==> src/rtl/hazard_scoreboard_if.sv <==
// Decode-side hazard bus: decode/pipeline status in, forwarding selects and pipeline control out.
// The unit connects through the slave modport and the decode driver through the master modport.
interface hazard_scoreboard_if #(
    parameter int XLEN       = 32,
    parameter int FWD_STAGES = 2
);
    localparam int SELW = $clog2(FWD_STAGES + 2);

    logic                      DE_VALID;
    logic [4:0]                RS1;
    logic [4:0]                RS2;
    logic                      RS1_USED;
    logic                      RS2_USED;
    logic [4:0]                RD;
    logic                      RD_WE;
    logic                      LONG_OP;
    logic [5*FWD_STAGES-1:0]   FWD_RD;
    logic [FWD_STAGES-1:0]     FWD_WE;
    logic [FWD_STAGES-1:0]     FWD_RDY;
    logic                      LU_DONE;
    logic [4:0]                LU_RD;
    logic                      BRANCH;
    logic [2:0]                BRANCH_TYPE;
    logic [XLEN-1:0]           BRANCH_ARG1;
    logic [XLEN-1:0]           BRANCH_ARG2;

    logic [SELW-1:0]           FWD_A_SEL;
    logic [SELW-1:0]           FWD_B_SEL;
    logic                      STALL;
    logic                      BRANCH_TAKEN;
    logic                      FLUSH;
    logic [31:0]               STALL_CYCLES;

    modport master (
        output DE_VALID, RS1, RS2, RS1_USED, RS2_USED, RD, RD_WE, LONG_OP,
        output FWD_RD, FWD_WE, FWD_RDY, LU_DONE, LU_RD,
        output BRANCH, BRANCH_TYPE, BRANCH_ARG1, BRANCH_ARG2,
        input  FWD_A_SEL, FWD_B_SEL, STALL, BRANCH_TAKEN, FLUSH, STALL_CYCLES
    );

    modport slave (
        input  DE_VALID, RS1, RS2, RS1_USED, RS2_USED, RD, RD_WE, LONG_OP,
        input  FWD_RD, FWD_WE, FWD_RDY, LU_DONE, LU_RD,
        input  BRANCH, BRANCH_TYPE, BRANCH_ARG1, BRANCH_ARG2,
        output FWD_A_SEL, FWD_B_SEL, STALL, BRANCH_TAKEN, FLUSH, STALL_CYCLES
    );
endinterface

==> src/rtl/hazard_scoreboard.sv <==
// Hazard unit beside decode: multi-stage RAW forwarding, load-use and long-op scoreboard stalls,
// branch resolution with a multi-cycle registered flush, and a saturating stall-cycle counter.
module hazard_scoreboard #(
    parameter int XLEN         = 32,
    parameter int FWD_STAGES   = 2,
    parameter int LU_MAX       = 4,
    parameter int FLUSH_CYCLES = 1,
    parameter int SELW         = $clog2(FWD_STAGES + 2)
) (
    input  logic              CLK,
    input  logic              RST,
    hazard_scoreboard_if.slave hz
);
    localparam int OUTW = $clog2(LU_MAX + 1);
    localparam int FCW  = $clog2(FLUSH_CYCLES + 1);
    localparam logic [SELW-1:0] SEL_LU = SELW'(FWD_STAGES + 1);

    logic [31:0]     pending;
    logic [31:0]     pending_nxt;
    logic [OUTW-1:0] outstanding;
    logic [FCW-1:0]  flush_cnt;
    logic [FCW-1:0]  flush_cnt_nxt;
    logic            flush_q;
    logic [31:0]     stall_cycles;

    logic            dv;
    logic [SELW-1:0] sel_a;
    logic [SELW-1:0] sel_b;
    logic            stall_a;
    logic            stall_b;
    logic            stall_waw;
    logic            stall_struct;
    logic            stall;
    logic            cond;
    logic            taken;
    logic            issue;

    // Returns {stall, select} for one source operand. Stages are scanned far-to-near so the
    // nearest matching stage overrides; the long-unit bypass applies only without a stage match.
    function automatic logic [SELW:0] resolve_src(
        input logic                    used,
        input logic [4:0]              rs,
        input logic [5*FWD_STAGES-1:0] fwd_rd,
        input logic [FWD_STAGES-1:0]   fwd_we,
        input logic [FWD_STAGES-1:0]   fwd_rdy,
        input logic [31:0]             pend,
        input logic                    lu_done,
        input logic [4:0]              lu_rd
    );
        logic [SELW-1:0] sel;
        logic            stl;
        logic            hit;
        sel = '0;
        stl = 1'b0;
        hit = 1'b0;
        if (used && rs != 5'd0) begin
            for (int k = FWD_STAGES; k >= 1; k--) begin
                if (fwd_we[k-1] && fwd_rd[5*k-1 -: 5] == rs) begin
                    hit = 1'b1;
                    sel = SELW'(k);
                    stl = !fwd_rdy[k-1];
                end
            end
            if (!hit && pend[rs]) begin
                if (lu_done && lu_rd == rs) begin
                    sel = SEL_LU;
                end else begin
                    stl = 1'b1;
                end
            end
        end
        return {stl, sel};
    endfunction

    always_comb begin
        dv = hz.DE_VALID && !flush_q;
        {stall_a, sel_a} = resolve_src(hz.RS1_USED, hz.RS1, hz.FWD_RD, hz.FWD_WE, hz.FWD_RDY,
                                       pending, hz.LU_DONE, hz.LU_RD);
        {stall_b, sel_b} = resolve_src(hz.RS2_USED, hz.RS2, hz.FWD_RD, hz.FWD_WE, hz.FWD_RDY,
                                       pending, hz.LU_DONE, hz.LU_RD);
        stall_waw = hz.RD_WE && (hz.RD != 5'd0) && pending[hz.RD]
                    && !(hz.LU_DONE && hz.LU_RD == hz.RD);
        stall_struct = hz.LONG_OP && (outstanding == OUTW'(LU_MAX)) && !hz.LU_DONE;
        stall = dv && (stall_a || stall_b || stall_waw || stall_struct);
    end

    always_comb begin
        case (hz.BRANCH_TYPE)
            3'd0:    cond = hz.BRANCH_ARG1 == hz.BRANCH_ARG2;
            3'd1:    cond = hz.BRANCH_ARG1 != hz.BRANCH_ARG2;
            3'd2:    cond = $signed(hz.BRANCH_ARG1) <  $signed(hz.BRANCH_ARG2);
            3'd3:    cond = $signed(hz.BRANCH_ARG1) >= $signed(hz.BRANCH_ARG2);
            3'd4:    cond = hz.BRANCH_ARG1 <  hz.BRANCH_ARG2;
            3'd5:    cond = hz.BRANCH_ARG1 >= hz.BRANCH_ARG2;
            default: cond = 1'b0;
        endcase
        taken = dv && !stall && hz.BRANCH && cond;
        issue = dv && !stall && hz.LONG_OP && hz.RD_WE && (hz.RD != 5'd0);
    end

    // Clear before set so an issue and a completion on the same register leave it pending.
    always_comb begin
        pending_nxt = pending;
        if (hz.LU_DONE) begin
            pending_nxt[hz.LU_RD] = 1'b0;
        end
        if (issue) begin
            pending_nxt[hz.RD] = 1'b1;
        end
        pending_nxt[0] = 1'b0;
    end

    always_comb begin
        flush_cnt_nxt = flush_cnt;
        if (taken) begin
            flush_cnt_nxt = FCW'(FLUSH_CYCLES);
        end else if (flush_cnt != '0) begin
            flush_cnt_nxt = flush_cnt - 1'b1;
        end
    end

    always_ff @(posedge CLK) begin
        if (RST) begin
            pending      <= '0;
            outstanding  <= '0;
            flush_cnt    <= '0;
            flush_q      <= 1'b0;
            stall_cycles <= '0;
        end else begin
            pending   <= pending_nxt;
            flush_cnt <= flush_cnt_nxt;
            flush_q   <= (flush_cnt_nxt != '0);
            case ({issue, hz.LU_DONE})
                2'b10:   outstanding <= outstanding + 1'b1;
                2'b01:   if (outstanding != '0) outstanding <= outstanding - 1'b1;
                default: outstanding <= outstanding;
            endcase
            if (stall && stall_cycles != '1) begin
                stall_cycles <= stall_cycles + 1'b1;
            end
        end
    end

    assign hz.FWD_A_SEL    = dv ? sel_a : '0;
    assign hz.FWD_B_SEL    = dv ? sel_b : '0;
    assign hz.STALL        = stall;
    assign hz.BRANCH_TAKEN = taken;
    assign hz.FLUSH        = flush_q;
    assign hz.STALL_CYCLES = stall_cycles;
endmodule

==> src/flat_wrapper.sv <==
// flat-port wrapper written by rule: the top's interface ports become plain ports
module hazard_scoreboard_flat 
#(
    parameter int XLEN         = 32,
    parameter int FWD_STAGES   = 2,
    parameter int LU_MAX       = 4,
    parameter int FLUSH_CYCLES = 1,
    parameter int SELW         = $clog2(FWD_STAGES + 2)
)
  (CLK, RST, hz_DE_VALID, hz_RS1, hz_RS2, hz_RS1_USED, hz_RS2_USED, hz_RD, hz_RD_WE, hz_LONG_OP, hz_FWD_RD, hz_FWD_WE, hz_FWD_RDY, hz_LU_DONE, hz_LU_RD, hz_BRANCH, hz_BRANCH_TYPE, hz_BRANCH_ARG1, hz_BRANCH_ARG2, hz_FWD_A_SEL, hz_FWD_B_SEL, hz_STALL, hz_BRANCH_TAKEN, hz_FLUSH, hz_STALL_CYCLES);
  hazard_scoreboard_if #(.XLEN(XLEN), .FWD_STAGES(FWD_STAGES)) hz_i ();
  input  logic CLK;
  input  logic RST;
  input wire logic [$bits(hz_i.DE_VALID)-1:0] hz_DE_VALID;
  input wire logic [$bits(hz_i.RS1)-1:0] hz_RS1;
  input wire logic [$bits(hz_i.RS2)-1:0] hz_RS2;
  input wire logic [$bits(hz_i.RS1_USED)-1:0] hz_RS1_USED;
  input wire logic [$bits(hz_i.RS2_USED)-1:0] hz_RS2_USED;
  input wire logic [$bits(hz_i.RD)-1:0] hz_RD;
  input wire logic [$bits(hz_i.RD_WE)-1:0] hz_RD_WE;
  input wire logic [$bits(hz_i.LONG_OP)-1:0] hz_LONG_OP;
  input wire logic [$bits(hz_i.FWD_RD)-1:0] hz_FWD_RD;
  input wire logic [$bits(hz_i.FWD_WE)-1:0] hz_FWD_WE;
  input wire logic [$bits(hz_i.FWD_RDY)-1:0] hz_FWD_RDY;
  input wire logic [$bits(hz_i.LU_DONE)-1:0] hz_LU_DONE;
  input wire logic [$bits(hz_i.LU_RD)-1:0] hz_LU_RD;
  input wire logic [$bits(hz_i.BRANCH)-1:0] hz_BRANCH;
  input wire logic [$bits(hz_i.BRANCH_TYPE)-1:0] hz_BRANCH_TYPE;
  input wire logic [$bits(hz_i.BRANCH_ARG1)-1:0] hz_BRANCH_ARG1;
  input wire logic [$bits(hz_i.BRANCH_ARG2)-1:0] hz_BRANCH_ARG2;
  output wire logic [$bits(hz_i.FWD_A_SEL)-1:0] hz_FWD_A_SEL;
  output wire logic [$bits(hz_i.FWD_B_SEL)-1:0] hz_FWD_B_SEL;
  output wire logic [$bits(hz_i.STALL)-1:0] hz_STALL;
  output wire logic [$bits(hz_i.BRANCH_TAKEN)-1:0] hz_BRANCH_TAKEN;
  output wire logic [$bits(hz_i.FLUSH)-1:0] hz_FLUSH;
  output wire logic [$bits(hz_i.STALL_CYCLES)-1:0] hz_STALL_CYCLES;
  assign hz_i.DE_VALID = hz_DE_VALID;
  assign hz_i.RS1 = hz_RS1;
  assign hz_i.RS2 = hz_RS2;
  assign hz_i.RS1_USED = hz_RS1_USED;
  assign hz_i.RS2_USED = hz_RS2_USED;
  assign hz_i.RD = hz_RD;
  assign hz_i.RD_WE = hz_RD_WE;
  assign hz_i.LONG_OP = hz_LONG_OP;
  assign hz_i.FWD_RD = hz_FWD_RD;
  assign hz_i.FWD_WE = hz_FWD_WE;
  assign hz_i.FWD_RDY = hz_FWD_RDY;
  assign hz_i.LU_DONE = hz_LU_DONE;
  assign hz_i.LU_RD = hz_LU_RD;
  assign hz_i.BRANCH = hz_BRANCH;
  assign hz_i.BRANCH_TYPE = hz_BRANCH_TYPE;
  assign hz_i.BRANCH_ARG1 = hz_BRANCH_ARG1;
  assign hz_i.BRANCH_ARG2 = hz_BRANCH_ARG2;
  assign hz_FWD_A_SEL = hz_i.FWD_A_SEL;
  assign hz_FWD_B_SEL = hz_i.FWD_B_SEL;
  assign hz_STALL = hz_i.STALL;
  assign hz_BRANCH_TAKEN = hz_i.BRANCH_TAKEN;
  assign hz_FLUSH = hz_i.FLUSH;
  assign hz_STALL_CYCLES = hz_i.STALL_CYCLES;
  hazard_scoreboard #(.XLEN(XLEN), .FWD_STAGES(FWD_STAGES), .LU_MAX(LU_MAX), .FLUSH_CYCLES(FLUSH_CYCLES), .SELW(SELW)) u_core (.CLK(CLK), .RST(RST), .hz(hz_i));
endmodule
==> config.mk <==
export PLATFORM = sky130hd
export DESIGN_NAME = hazard_scoreboard_flat
export DESIGN_NICKNAME = d
export VERILOG_FILES = /design/src/rtl/hazard_scoreboard_if.sv /design/src/rtl/hazard_scoreboard.sv /design/src/flat_wrapper.sv
export SDC_FILE = /design/constraint.sdc
export NUM_CORES = 1
export LEC_CHECK = 0
export ABC_AREA = 0
export BUFFER_PORTS_ARGS = -buffer_cell sky130_fd_sc_hd__buf_2
export CORE_AREA = 2 2 110 112
export DETAILED_ROUTE_END_ITERATION = 7
export DIE_AREA = 0 0 112 114
export GPL_ROUTABILITY_DRIVEN = 0
export PLACE_DENSITY = 0.75
export SYNTH_ARGS = -nofsm -noshare
export SYNTH_HDL_FRONTEND = slang
export SYNTH_SLANG_ARGS = --single-unit
==> constraint.sdc <==
create_clock -name CLK -period 5.2 [get_ports CLK]
set_input_delay 1.04 -clock CLK [delete_from_list [all_inputs] [get_ports CLK]]
set_output_delay 1.04 -clock CLK [all_outputs]
set_load 0.03 [all_outputs]
==> out/metrics.cfg, run 1 <==
[outcome]
status = finished, final reports clean

[timing]
hold_violations = 0
setup_viol = 0
clock-skew-final_ns = 0.00866
max_clock_freq_mhz = 212
grt_setup_unrepaired = no
slew_headroom_pct = 50.7
finalSetupTns_ns = 0
setup_ws_ns = 0.489
drv_slew = 0
period_needed_ns = 4.71
hold_ws_ns = 0.514
final_min_period_over_clock_period_pct = 90.6
worst_pin_slew_ns = 0.734

[cts]
root_buffer = clkbuf_16
cts_max_path_buffers = 2
cts-buffers-inserted = 9
cts.sinks = 67
cts_tree = yes
postCtsSetupRepairBufs = 0
clkTransAtPathRegs_ns = 0.06
clk_latency_ns = 0.33
h-tree-depth = 3
ctsHoldBuffers = 0
cts_resized = 0

[power]
swShare_pct = 27.3
power.share.clock_pct = 44.6
p_switching_uw = 398
pwr-share-comb_pct = 19.4
internal-power_uw = 1060
power_density_nw_per_um2 = 216
peakVddDrop_mv = 0.185
power_frac_seq_pct = 36.1
leakage_uw = 0.00291

[yosys]
ys_types = 68
synth_warnings = 0
yosys_most_used_dff = dfxtp_1
synth_area_sq_um = 5680
synth-edff-count = 0
async_flop_share_pct = 0
synth_nets = 849
syn-instance-count = 705
synth_seq_cells = 67
seq_area_frac_synth_pct = 23.6
synth_area_per_cell_sq_um = 8.05

[worst_setup_path]
cp-end-kind = primary output
path_class = input pin to primary output
startpoint_type = input pin
path_cells = buf_2, inv_1, ha_1, nand4_1, nor4_1, nor4b_1, o211ai_1, a21oi_1, nor3_1, mux2_2, o21ai_0, nor2_1, buf_2
slowest_delay_ns = 0.49
cp_max_fo = 5
crit_top_cell = buf_2
worstPathArrival_ns = 3.67
required_ns = 4.16
critPathSlowestCell = nor4b_1
cp_top_family = simple AND/OR/NAND/NOR gates
crit_buf_inv = 3

[die]
die_area_sq_um = 12800
initial_core_util_pct = 48.5
io_pins = 149
dieHeight_microns = 114
dieWidth_microns = 112
core_area_sq_um = 11700
core.rowCount = 40

[placement]
pre_cts_ws_ns = 0.512
dpl.hpwl_microns = 11400
post-place-cells = 964
port_buffers = 148

[global_route]
grt_overflow = 0
grt_usage_pct = 24.5
grt_antenna_before_repair = 0
grt-busiest-layer = met2
use_met2_pct = 39.4
grt_use_met3_pct = 5.15
grt_pass1_vias = 5231
grt_first_pass_wirelength_microns = 25800
grt_util_met1_pct = 33.5
grt_max_degree = 41

[finish]
area_delta_synth_final_pct = 19.4
fin_nets = 972
diodes = 0
fin_cells = 980
drive_gt1_share_pct = 23.9

[job]
max-cap-violations = 0

[worst_hold_path]
min_path_type = register to register

[drt]
drt-total-wl_microns = 15700
ant_nets = 0
avgRoutedWirePerCell_microns = 16.0
drcViolationCount = 0
viasPerCell = 5.76
dr.pass1.iters = 5
drt_iter0_markers = 445
num_vias = 5647

-- worst min-delay path, cell delays in order, from the launching register on --
cell     delay, ns
dfxtp_1       0.34
o31ai_1       0.07
a21oi_1       0.05
-- power groups by stage --
stage	clock network [uW]	registers [uW]	logic [uW]
floorplan	0	539	188
global placement	0	537	278
detailed placement	0	537	280
CTS	661	526	282
global route	688	527	315
finish	651	526	283
-- registers in the layout, summed over array words and instances, names as in the netlist --
register,cells
u_core.outstanding,3
u_core.pending,31
u_core.hz.STALL_CYCLES,32
u_core.flush_cnt,1
-- logic make-up after synthesis --
kind of cell | share of synthesized area [%]
buf+inv | 6.94
fa+ha+maj | 7.63
compound gates | 14.0
xor+xnor | 9.88
mux | 9.96
simple gates | 28.0
flops | 23.6
-- per-stage QoR --
stage                     total power, uW  instance area (sq um)  util [%]
after global placement                815                   6450      55.1
after global routing                 1530                   6770      57.8
after detailed placement              817                   6450      55.1
after floorplan                       728                   5680         -
final                                1460                   6770      57.8
after CTS                            1470                   6770      57.8
-- layout by cell type, fill, tap and decap left out, drive strengths merged, types with 4 or more instances in the layout --
| master | netlist | final |
|---|---|---|
| buf | 13 | 152 |
| dfxtp | 67 | 67 |
| inv | 56 | 56 |
| o21ai | 51 | 51 |
| nor2 | 45 | 45 |
| nand2 | 44 | 44 |
| xnor2 | 35 | 35 |
| ha | 33 | 33 |
| xor2 | 29 | 29 |
| nand3 | 28 | 28 |
| a21oi | 26 | 26 |
| nor4 | 25 | 25 |
| nor2b | 22 | 22 |
| mux2i | 22 | 22 |
| nor3 | 21 | 21 |
| nand3b | 18 | 18 |
| nand4 | 15 | 15 |
| a21o | 12 | 12 |
| mux4 | 12 | 12 |
| clkbuf | 27 | 10 |
| and3 | 8 | 8 |
| nor3b | 8 | 8 |
| nand2b | 7 | 7 |
| mux2 | 6 | 6 |
| and2 | 5 | 5 |
| o21a | 5 | 5 |
| or4 | 4 | 4 |
| or3b | 4 | 4 |
| or3 | 4 | 4 |
| o32ai | 4 | 4 |
| a211oi | 4 | 4 |
| o31ai | 4 | 4 |
-- area by class of cell --
cell class              instances  area, sq um
well taps                     147          184
clock buffers                  10          229
flip-flops and latches         67         1340
fillers                      1068         4940
clock inverters                 6         90.1
repair buffers                152          771
multi-input cells             542         3950
inverters                      56          210
-- layer usage --
metal	vias to the layer above	part of all wire (%)	wire [microns]
li1	2775	-	-
met1	2567	45	7010
met2	278	45	7020
met3	27	8.6	1350
met4	0	1.8	286
met5	-	0	0
-- Yosys cell counts, types with 6 or more instances --
cell	n	share of area, %
a21o_1	12	1.6
mux2i_1	22	3.9
clkbuf_1	27	1.8
xor2_1	29	4.5
mux2_2	6	1.2
and3_1	8	0.88
nand3_1	28	2.5
dfxtp_1	67	24
nor2_1	45	3.0
inv_1	56	3.7
nand2b_1	7	0.77
buf_2	6	0.53
nand4_1	15	1.7
nor4_1	23	2.5
nand2_1	44	2.9
nor2b_1	22	2.4
mux4_2	10	4.0
nand3b_1	18	2.4
o21ai_0	50	4.4
a21oi_1	26	2.3
xnor2_1	35	5.4
ha_1	33	7.3
nor3b_1	7	0.93
nor3_1	20	1.8
-- path summary, 6_finish.rpt --
check                                                   to                        from  cells after the start  slack [ns]
worst max-delay path                       hz_BRANCH_TAKEN          hz_BRANCH_ARG2[31]                     13        0.49
worst min-delay path            u_core.hz.STALL_CYCLES[26]  u_core.hz.STALL_CYCLES[26]                      2        0.51
worst min register to register  u_core.hz.STALL_CYCLES[26]  u_core.hz.STALL_CYCLES[26]                      2        0.51
worst max register to register       u_core.outstanding[2]          u_core.pending[13]                     13        1.86
No activity file was read; power rests on OpenSTA's default activity.
==> run 2, diff against run 1 <==
--- a/config.mk
+++ b/config.mk
@@ -6,6 +6,7 @@
 export NUM_CORES = 1
 export LEC_CHECK = 0
 export ABC_AREA = 0
+export ABC_CLOCK_PERIOD_IN_PS = 5200
 export BUFFER_PORTS_ARGS = -buffer_cell sky130_fd_sc_hd__buf_2
 export CORE_AREA = 2 2 110 112
 export DETAILED_ROUTE_END_ITERATION = 7
==> constraint.sdc (replaced) <==
create_clock -name CLK -period 5.2 [get_ports CLK]
set_input_delay 0.52 -clock CLK [delete_from_list [all_inputs] [get_ports CLK]]
set_output_delay 0.52 -clock CLK [all_outputs]
set_load 0.03 [all_outputs]
==> run 2 against run 1 <==
Against the previous run:
- first-iteration DRC count decreased by 0.67%
- final cell count decreased by 0.10%
- combinational power about the same
- global-route usage is 0.13 points higher
- critical path depth decreased by 4
- clock skew fell by 0.0025 ns
- sequential share of layout area is 0.10 points lower
- critical path type unchanged
- wire length decreased by 0.38%
- count of clock-buffer cells in the layout up 2
==> out/metrics.cfg, run 2 (same netlist as run 1, synthesis figures left out) <==
[die]
dieHeight_microns = 114
initial_core_util_pct = 48.5
core_area_sq_um = 11700
io_pins = 149
die_area_sq_um = 12800
dieWidth_microns = 112
core.rowCount = 40

[worst_setup_path]
critPathSlowestCell = o31ai_4
ff2ff_setup_slack_ns = 1.75
required_ns = 4.68
r2r-start = u_core.pending[2]
reg2reg_to = u_core.outstanding[2]
path_class = input pin to primary output
slowest_delay_ns = 0.79
path_cells = buf_2, mux4_1, a22o_1, a211oi_2, nor4_1, a22o_1, o31ai_4, inv_1, buf_2
reg2reg_depth = 14
cp-end-kind = primary output
worstPathArrival_ns = 3.32
startpoint_type = input pin
cp_max_fo = 19

[finish]
multi_input_area_sq_um = 3950
fin_nets = 971
seqCellArea_sq_um = 1340
area_delta_synth_final_pct = 20.0
final_common_cell = buf_2
drive_gt1_share_pct = 23.9
nFillCells = 1085
final_cell_mix = 148 x buf_2, 67 x dfxtp_1, 56 x inv_1, 50 x o21ai_0, 45 x nor2_1
diodes = 0
largest_reg_flops = 32

[timing]
finalSetupTns_ns = 0
final_min_period_over_clock_period_pct = 73.8
slew_headroom_pct = 41.8
clock-skew-final_ns = 0.00617
worst_pin_slew_ns = 0.873
max_clock_freq_mhz = 260
period_needed_ns = 3.84
drv_slew = 0
setup_viol = 0
grt_setup_unrepaired = no
hold_ws_ns = 0.482
hold_violations = 0

[global_route]
grt_pass1_vias = 5350
grt_overflow = 0
grt_max_degree = 41
grt_antenna_before_repair = 0
grt_first_pass_wirelength_microns = 25900
grt_usage_pct = 24.7

[power]
power_density_nw_per_um2 = 225
peakVddDrop_mv = 0.147
leakage_uw = 0.00293
power_uw = 1530

[drt]
drt_iter0_markers = 442
dr.pass1.iters = 5
num_vias = 5625
avgRoutedWirePerCell_microns = 15.9
drcViolationCount = 0
ant_nets = 0
viasPerCell = 5.75
drt-total-wl_microns = 15600

[worst_hold_path]
hold_end = u_core.flush_cnt
min_path_type = input pin to register
hp-start = hz_BRANCH
whs_path_depth = 3

[placement]
port_buffers = 148
dpl.hpwl_microns = 11700

[cts]
h-tree-depth = 3
root_buffer = clkbuf_16
clkTransAtPathRegs_ns = 0.05
cts-buffers-inserted = 9
cts_max_path_buffers = 2
cts_resized = 0
cts_tree = yes
clk_latency_ns = 0.33
cts.sinks = 67
ctsHoldBuffers = 0
postCtsSetupRepairBufs = 0

[job]
max-cap-violations = 0

[outcome]
status = finished, final reports clean

==> run 2: cell types whose count changed in the layout (fill, tap and decap cells not counted), sizes merged <==
cell,delta
buf,-1
bufinv,+1
clkbuf,+2
clkinv,-2
clkinvlp,-1
==> run 2: cell type report <==
type	instances	area share [%]
sequential	67	19.7
inverter	56	3.09
clock buffer	12	3.91
tap	147	2.70
multi-input combinational	542	58.0
timing repair buffer	151	11.2
clock inverter	4	1.40
==> run 2: critical path, delay by kind of cell <==
kind                   cells  cell delay, ns
AND/OR/NAND/NOR            1            0.10
multiplexers               1            0.61
AO/OA/AOI/OAI              4            1.48
buffers and inverters      3            0.59
==> run 2: stage by stage <==
step | worst slack [ns] | area [sq um] | util [%] | std cells
6_report | 1.36 | 6810 | 58.1 | 979
5_1_grt | 1.14 | 6810 | 58.1 | 979
4_1_cts | 1.31 | 6810 | 58.1 | 979
3_5_place_dp | 1.15 | 6450 | 55.1 | 963
3_3_place_gp | 1.25 | 6450 | 55.1 | 963
2_1_floorplan | 1.67 | 5680 | - | 705
==> run 2: worst max-delay path by stage <==
stage                   start                     to  slack (ns)  cells past startpoint
global placement    hz_RS1[0]  u_core.outstanding[2]        1.25                     15
detailed placement  hz_RS1[0]  u_core.outstanding[2]        1.15                     15
global route        hz_RS1[0]  u_core.outstanding[2]        1.14                     15
finish              hz_RS1[0]               hz_STALL        1.36                      9
floorplan           hz_RS1[3]  u_core.outstanding[2]        1.67                     14
CTS                 hz_RS1[0]               hz_STALL        1.31                      9
==> run 2: report_power, final <==
group	internal, uW	total [uW]	switching [uW]
registers	520	526	6.29
logic	121	280	159
clock network	506	726	219
total	1150	1530	385
==> run 2: routing by layer <==
layer  track usage [%]  up-vias  part of all wire, %
li1                  -     2778                    -
met1              33.0     2546                   44
met2              39.4      271                   44
met3              5.63       30                  9.1
met4              8.86        0                  2.4
met5                 0        -                    0
